## config.mk

```make
export PLATFORM = sky130hd
export DESIGN_NAME = score_segment_driver
export DESIGN_NICKNAME = d
export VERILOG_FILES = /design/src/rtl/score_segment_driver.sv
export SDC_FILE = /design/constraint.sdc
export NUM_CORES = 1
export LEC_CHECK = 0
export CORE_ASPECT_RATIO = 0.8
export CORE_UTILIZATION = 48
export CTS_CLUSTER_DIAMETER = 100
export DETAILED_ROUTE_END_ITERATION = 16
export PLACE_DENSITY = 0.86
export SETUP_SLACK_MARGIN = 0.5
export SLEW_MARGIN = 10
export SYNTH_ARGS = -nofsm -noshare
export SYNTH_HDL_FRONTEND = slang
export SYNTH_SLANG_ARGS = --single-unit
export TNS_END_PERCENT = 1
```

## constraint.sdc

```tcl
create_clock -name clk7_159 -period 4.6 [get_ports clk7_159]
set_input_delay 1.38 -clock clk7_159 [delete_from_list [all_inputs] [get_ports clk7_159]]
set_output_delay 1.38 -clock clk7_159 [all_outputs]
set_load 0.1 [all_outputs]
```

## src/rtl/score_segment_driver.sv

```systemverilog
// Score keeper and seven-segment source for the score renderer: counts points
// from miss edges, flags game over, and presents the digit under the beam.
// Optional: SCORE_TENS_BLANK_EN blanks a tens digit of 0.
module score_segment_driver #(
    parameter int         WIN_SCORE = 11,
    parameter logic [3:0] SLOT_LT   = 4'd4,
    parameter logic [3:0] SLOT_LU   = 4'd5,
    parameter logic [3:0] SLOT_RT   = 4'd10,
    parameter logic [3:0] SLOT_RU   = 4'd11,
    parameter logic [2:0] VROW      = 3'd1
) (
    input  logic       clk7_159,
    input  logic       rst_n,
    input  logic [8:0] hcnt,
    input  logic [7:0] vcnt,
    input  logic       miss_left,
    input  logic       miss_right,
    input  logic       new_game,
    output logic       a,
    output logic       b,
    output logic       c,
    output logic       d,
    output logic       e,
    output logic       f,
    output logic       g,
    output logic       game_over,
    output logic [4:0] score_l,
    output logic [4:0] score_r
);

    localparam logic [4:0] WIN_BCD = {1'(WIN_SCORE / 10), 4'(WIN_SCORE % 10)};

    // Index 0 is the left player (scored by miss_right), index 1 the right.
    logic [1:0]      miss_raw, miss_q, miss_qq, hit;
    logic [1:0][4:0] score;
    logic [3:0]      slot;
    logic [3:0]      digit;
    logic            vis, blank;
    logic [6:0]      seg_q;
    logic            unused_bits;

    assign miss_raw    = {miss_left, miss_right};
    assign hit         = miss_q & ~miss_qq;
    assign slot        = hcnt[8:5];
    assign unused_bits = ^{hcnt[4:0], vcnt[4:0]};

    function automatic logic [4:0] bcd_inc(input logic [4:0] s);
        if (s[3:0] == 4'd9) return 5'b1_0000;
        return {s[4], s[3:0] + 4'd1};
    endfunction

    function automatic logic [6:0] seg7(input logic [3:0] v);
        case (v)
            4'd0:    return 7'b1111110;
            4'd1:    return 7'b0110000;
            4'd2:    return 7'b1101101;
            4'd3:    return 7'b1111001;
            4'd4:    return 7'b0110011;
            4'd5:    return 7'b1011011;
            4'd6:    return 7'b1011111;
            4'd7:    return 7'b1110000;
            4'd8:    return 7'b1111111;
            4'd9:    return 7'b1111011;
            default: return 7'b0000000;
        endcase
    endfunction

    // History starts high so a miss held through reset release never scores.
    always_ff @(posedge clk7_159) begin
        if (!rst_n) begin
            miss_q  <= '1;
            miss_qq <= '1;
        end else begin
            miss_q  <= miss_raw;
            miss_qq <= miss_q;
        end
    end

    always_ff @(posedge clk7_159) begin
        if (!rst_n || new_game) begin
            score <= '0;
        end else begin
            for (int p = 0; p < 2; p++)
                if (hit[p] && !game_over && score[p] != WIN_BCD)
                    score[p] <= bcd_inc(score[p]);
        end
    end

    always_ff @(posedge clk7_159) begin
        if (!rst_n || new_game)
            game_over <= 1'b0;
        else if (score[0] == WIN_BCD || score[1] == WIN_BCD)
            game_over <= 1'b1;
    end

    assign score_l = score[0];
    assign score_r = score[1];

    always_comb begin
        digit = 4'd0;
        vis   = 1'b0;
        blank = 1'b0;
        if (vcnt[7:5] == VROW) begin
            case (slot)
                SLOT_LT: begin
                    vis   = 1'b1;
                    digit = {3'b000, score[0][4]};
`ifdef SCORE_TENS_BLANK_EN
                    blank = !score[0][4];
`endif
                end
                SLOT_LU: begin
                    vis   = 1'b1;
                    digit = score[0][3:0];
                end
                SLOT_RT: begin
                    vis   = 1'b1;
                    digit = {3'b000, score[1][4]};
`ifdef SCORE_TENS_BLANK_EN
                    blank = !score[1][4];
`endif
                end
                SLOT_RU: begin
                    vis   = 1'b1;
                    digit = score[1][3:0];
                end
                default: ;
            endcase
        end
    end

    always_ff @(posedge clk7_159) begin
        if (!rst_n)
            seg_q <= '0;
        else
            seg_q <= (vis && !blank) ? seg7(digit) : 7'b0000000;
    end

    assign {a, b, c, d, e, f, g} = seg_q;

endmodule

```

==> flow_summary.json <==
{
  "outcome": "finished with violations",
  "violations": "design-rule violations",
  "core-area_mm2": 0.00225,
  "track_usage": 0.215,
  "synth_area_leaders": "dfxtp_1, ha_1, a21oi_1",
  "fin_nets": 190,
  "fillers": 184,
  "syn_nets": 158,
  "post-synth-top-count-cell": "dfxtp_1",
  "required_ns": 4.82,
  "antenna_found_initial": 0,
  "synth_edf_count": 0,
  "dp.final_hpwl_um": 2100,
  "skew_ns": 0.0122,
  "synth_top_cell_by_area": "dfxtp_1",
  "antenna_cells": 0,
  "cts_buffer_depth": 2,
  "cp_slowest_cell": "clkdlybuf4s50_1",
  "grt_overflow": 0,
  "synth_area_per_cell_um2": 9.25,
  "cpPeakStageDelay_ns": 0.56,
  "syn_to_final_growth_pct": 28.5,
  "min_path_cells": 1,
  "path_max_fanout": 7,
  "ys_warn_count": 0,
  "post_cts_buffers": 0,
  "fin_crit_ns": 3.48,
  "critPathKind": "input pin to flop",
  "ys_top_cells_by_count": "dfxtp_1, nor2_1, a21oi_1",
  "h-tree-depth": 1,
  "grt_max_degree": 13,
  "setup_viol": 0,
  "die_h_um": 46.8,
  "drt-pass1-iter-count": 10,
  "ir_drop_mv": 0.216,
  "cts_resized": 0,
  "cts_buffers": 3,
  "cts_hold_buf": 0,
  "gp_congestion": 0.835,
  "pre_cts_slack_ns": 0.893,
  "setup_slack_ns": 1.12,
  "clock.fmax_ghz": 0.287,
  "cts-root-buf": "clkbuf_4",
  "grt_setup_unrepaired": "false",
  "ff2ff_path_depth": 6,
  "ys.flop_type": "dfxtp_1",
  "ant_nets": 0,
  "grt_pass1_vias": 976,
  "final_max_slew_viol_count": 0,
  "die_w_um": 58.0,
  "yosysTopAreaCellShare": 0.366,
  "rows": 15,
  "io_pins": 40,
  "final.period_utilization": 0.757,
  "grt_pass1_wl_um": 4350,
  "startpoint_type": "input pin",
  "path_buf_inv": 2,
  "dieArea_mm2": 0.00271,
  "p_total_uw": 338,
  "yosysSeqAreaShare": 0.366,
  "num_vias": 1080,
  "drc": 1,
  "ys_types": 44,
  "crit_path_end_kind": "flop",
  "viasPerCell": 5.81,
  "final.setup.tns_ns": 0,
  "arrival_ns": 3.70,
  "r2r_start": "score_l[1]",
  "netlist_instances": 130,
  "setup.worst_path.start": "hcnt[7]",
  "initial_utilization": 0.534,
  "worstMarginPinSlew_ns": 0.987,
  "r2r_slack_ns": 2.79,
  "finalHoldViolations": 0,
  "routed_wirelength_um": 2800,
  "maxCapViolations": 0,
  "synth.ff_latch_count": 22,
  "clock_latency_ns": 0.32,
  "path_cells": "clkdlybuf4s50_1 -> nor3b_2 -> o211a_1 -> nand3_1 -> inv_1 -> ha_1 -> nor3b_1 -> o311a_1",
  "r2r_end": "seg_q[0]",
  "syn-cell-area_mm2": 0.00120,
  "synthArstFlopShare": 0,
  "p_leak_nw": 0.608,
  "max-slew-margin-rel": 0.340,
  "power_density_mw_per_mm2": 218,
  "cts.clk_slew.worst_paths_ns": 0.13,
  "portBuffers": 29,
  "wl_per_cell_um": 15.0,
  "cp_top_family": "buffers and inverters",
  "cts_tree": "done",
  "hold_class": "flop to flop",
  "drive_gt1_frac": 0.106,
  "whs_endpoint": "miss_qq[0]",
  "dr.first_iter.drc_count": 78,
  "utilization": 0.686,
  "hp-start": "miss_q[0]",
  "cts.sinks": 22
}
[cell type report]
cell class | instances | area [µm²] | area share
flip-flops and latches | 22 | 440 | 0.285
multi-input cells | 101 | 728 | 0.471
repair buffers | 29 | 290 | 0.188
inverters | 5 | 18.8 | 0.0121
well taps | 25 | 31.3 | 0.0202
clock buffers | 4 | 36.3 | 0.0235
[stage by stage]
stage               instances  area (µm²)  hold WS, ns
CTS                       186        1550        0.486
global route              186        1550        0.533
floorplan                 130        1200        0.434
finish                    186        1550        0.484
detailed placement        182        1510        0.458
global placement          182        1510        0.449
[registers in the layout, indices dropped and copies added (netlist names)]
register,cells
seg_q,7
score_r,5
score_l,5
miss_q,2
game_over,1
miss_qq,2
[worst max path at each step]
stage | slack (ns) | depth (start not counted) | endpoint
floorplan | 1.72 | 7 | seg_q[0]
global placement | 0.98 | 8 | seg_q[0]
detailed placement | 0.89 | 8 | seg_q[0]
CTS | 1.15 | 8 | seg_q[0]
global route | 1.07 | 8 | seg_q[0]
finish | 1.12 | 8 | seg_q[0]
[kinds of logic (layout without fill, tap and decap cells)]
| logic type | count (synthesis) | count (layout) | share of synthesized area |
|---|---|---|---|
| compound gates | 34 | 34 | 0.199 |
| xor+xnor | 2 | 2 | 0.0146 |
| fa+ha+maj | 6 | 6 | 0.0624 |
| buf+inv | 7 | 38 | 0.0281 |
| flops | 22 | 22 | 0.366 |
| mux | 2 | 2 | 0.0208 |
| simple gates | 57 | 57 | 0.309 |
[placed cells by master, fill, tap and decap left out, types with 4 or more instances in the layout]
master and count:
o21ai_0 6, dfxtp_1 22, a21oi_1 10, nor2_1 13
ha_1 6, nand2_1 5, nor2b_1 4, o22ai_1 4
clkdlybuf4s50_1 29, nand2b_1 6, inv_1 5
[worst register-to-register path: cells and delay by family (launching register included)]
family          cells  cell delay [ns]
simple gates        2             0.24
compound gates      2             0.61
fa+ha+maj           1             0.19
flops               1             0.51
buf+inv             1             0.18
[where the power goes]
part / total [mW] / internal, mW / switching [mW]
Combinational: 0.0341 / 0.0153 / 0.0187
Clock: 0.109 / 0.0484 / 0.0603
Sequential: 0.195 / 0.193 / 0.00170
[layer usage]
layer	share of wire	track usage	vias to the layer above
met5	0	0	-
met4	0.0068	0.0476	0
met3	0.057	0.0661	4
met2	0.45	0.345	36
met1	0.49	0.292	491
li1	-	-	549
Power figures use the tool's default switching activity.
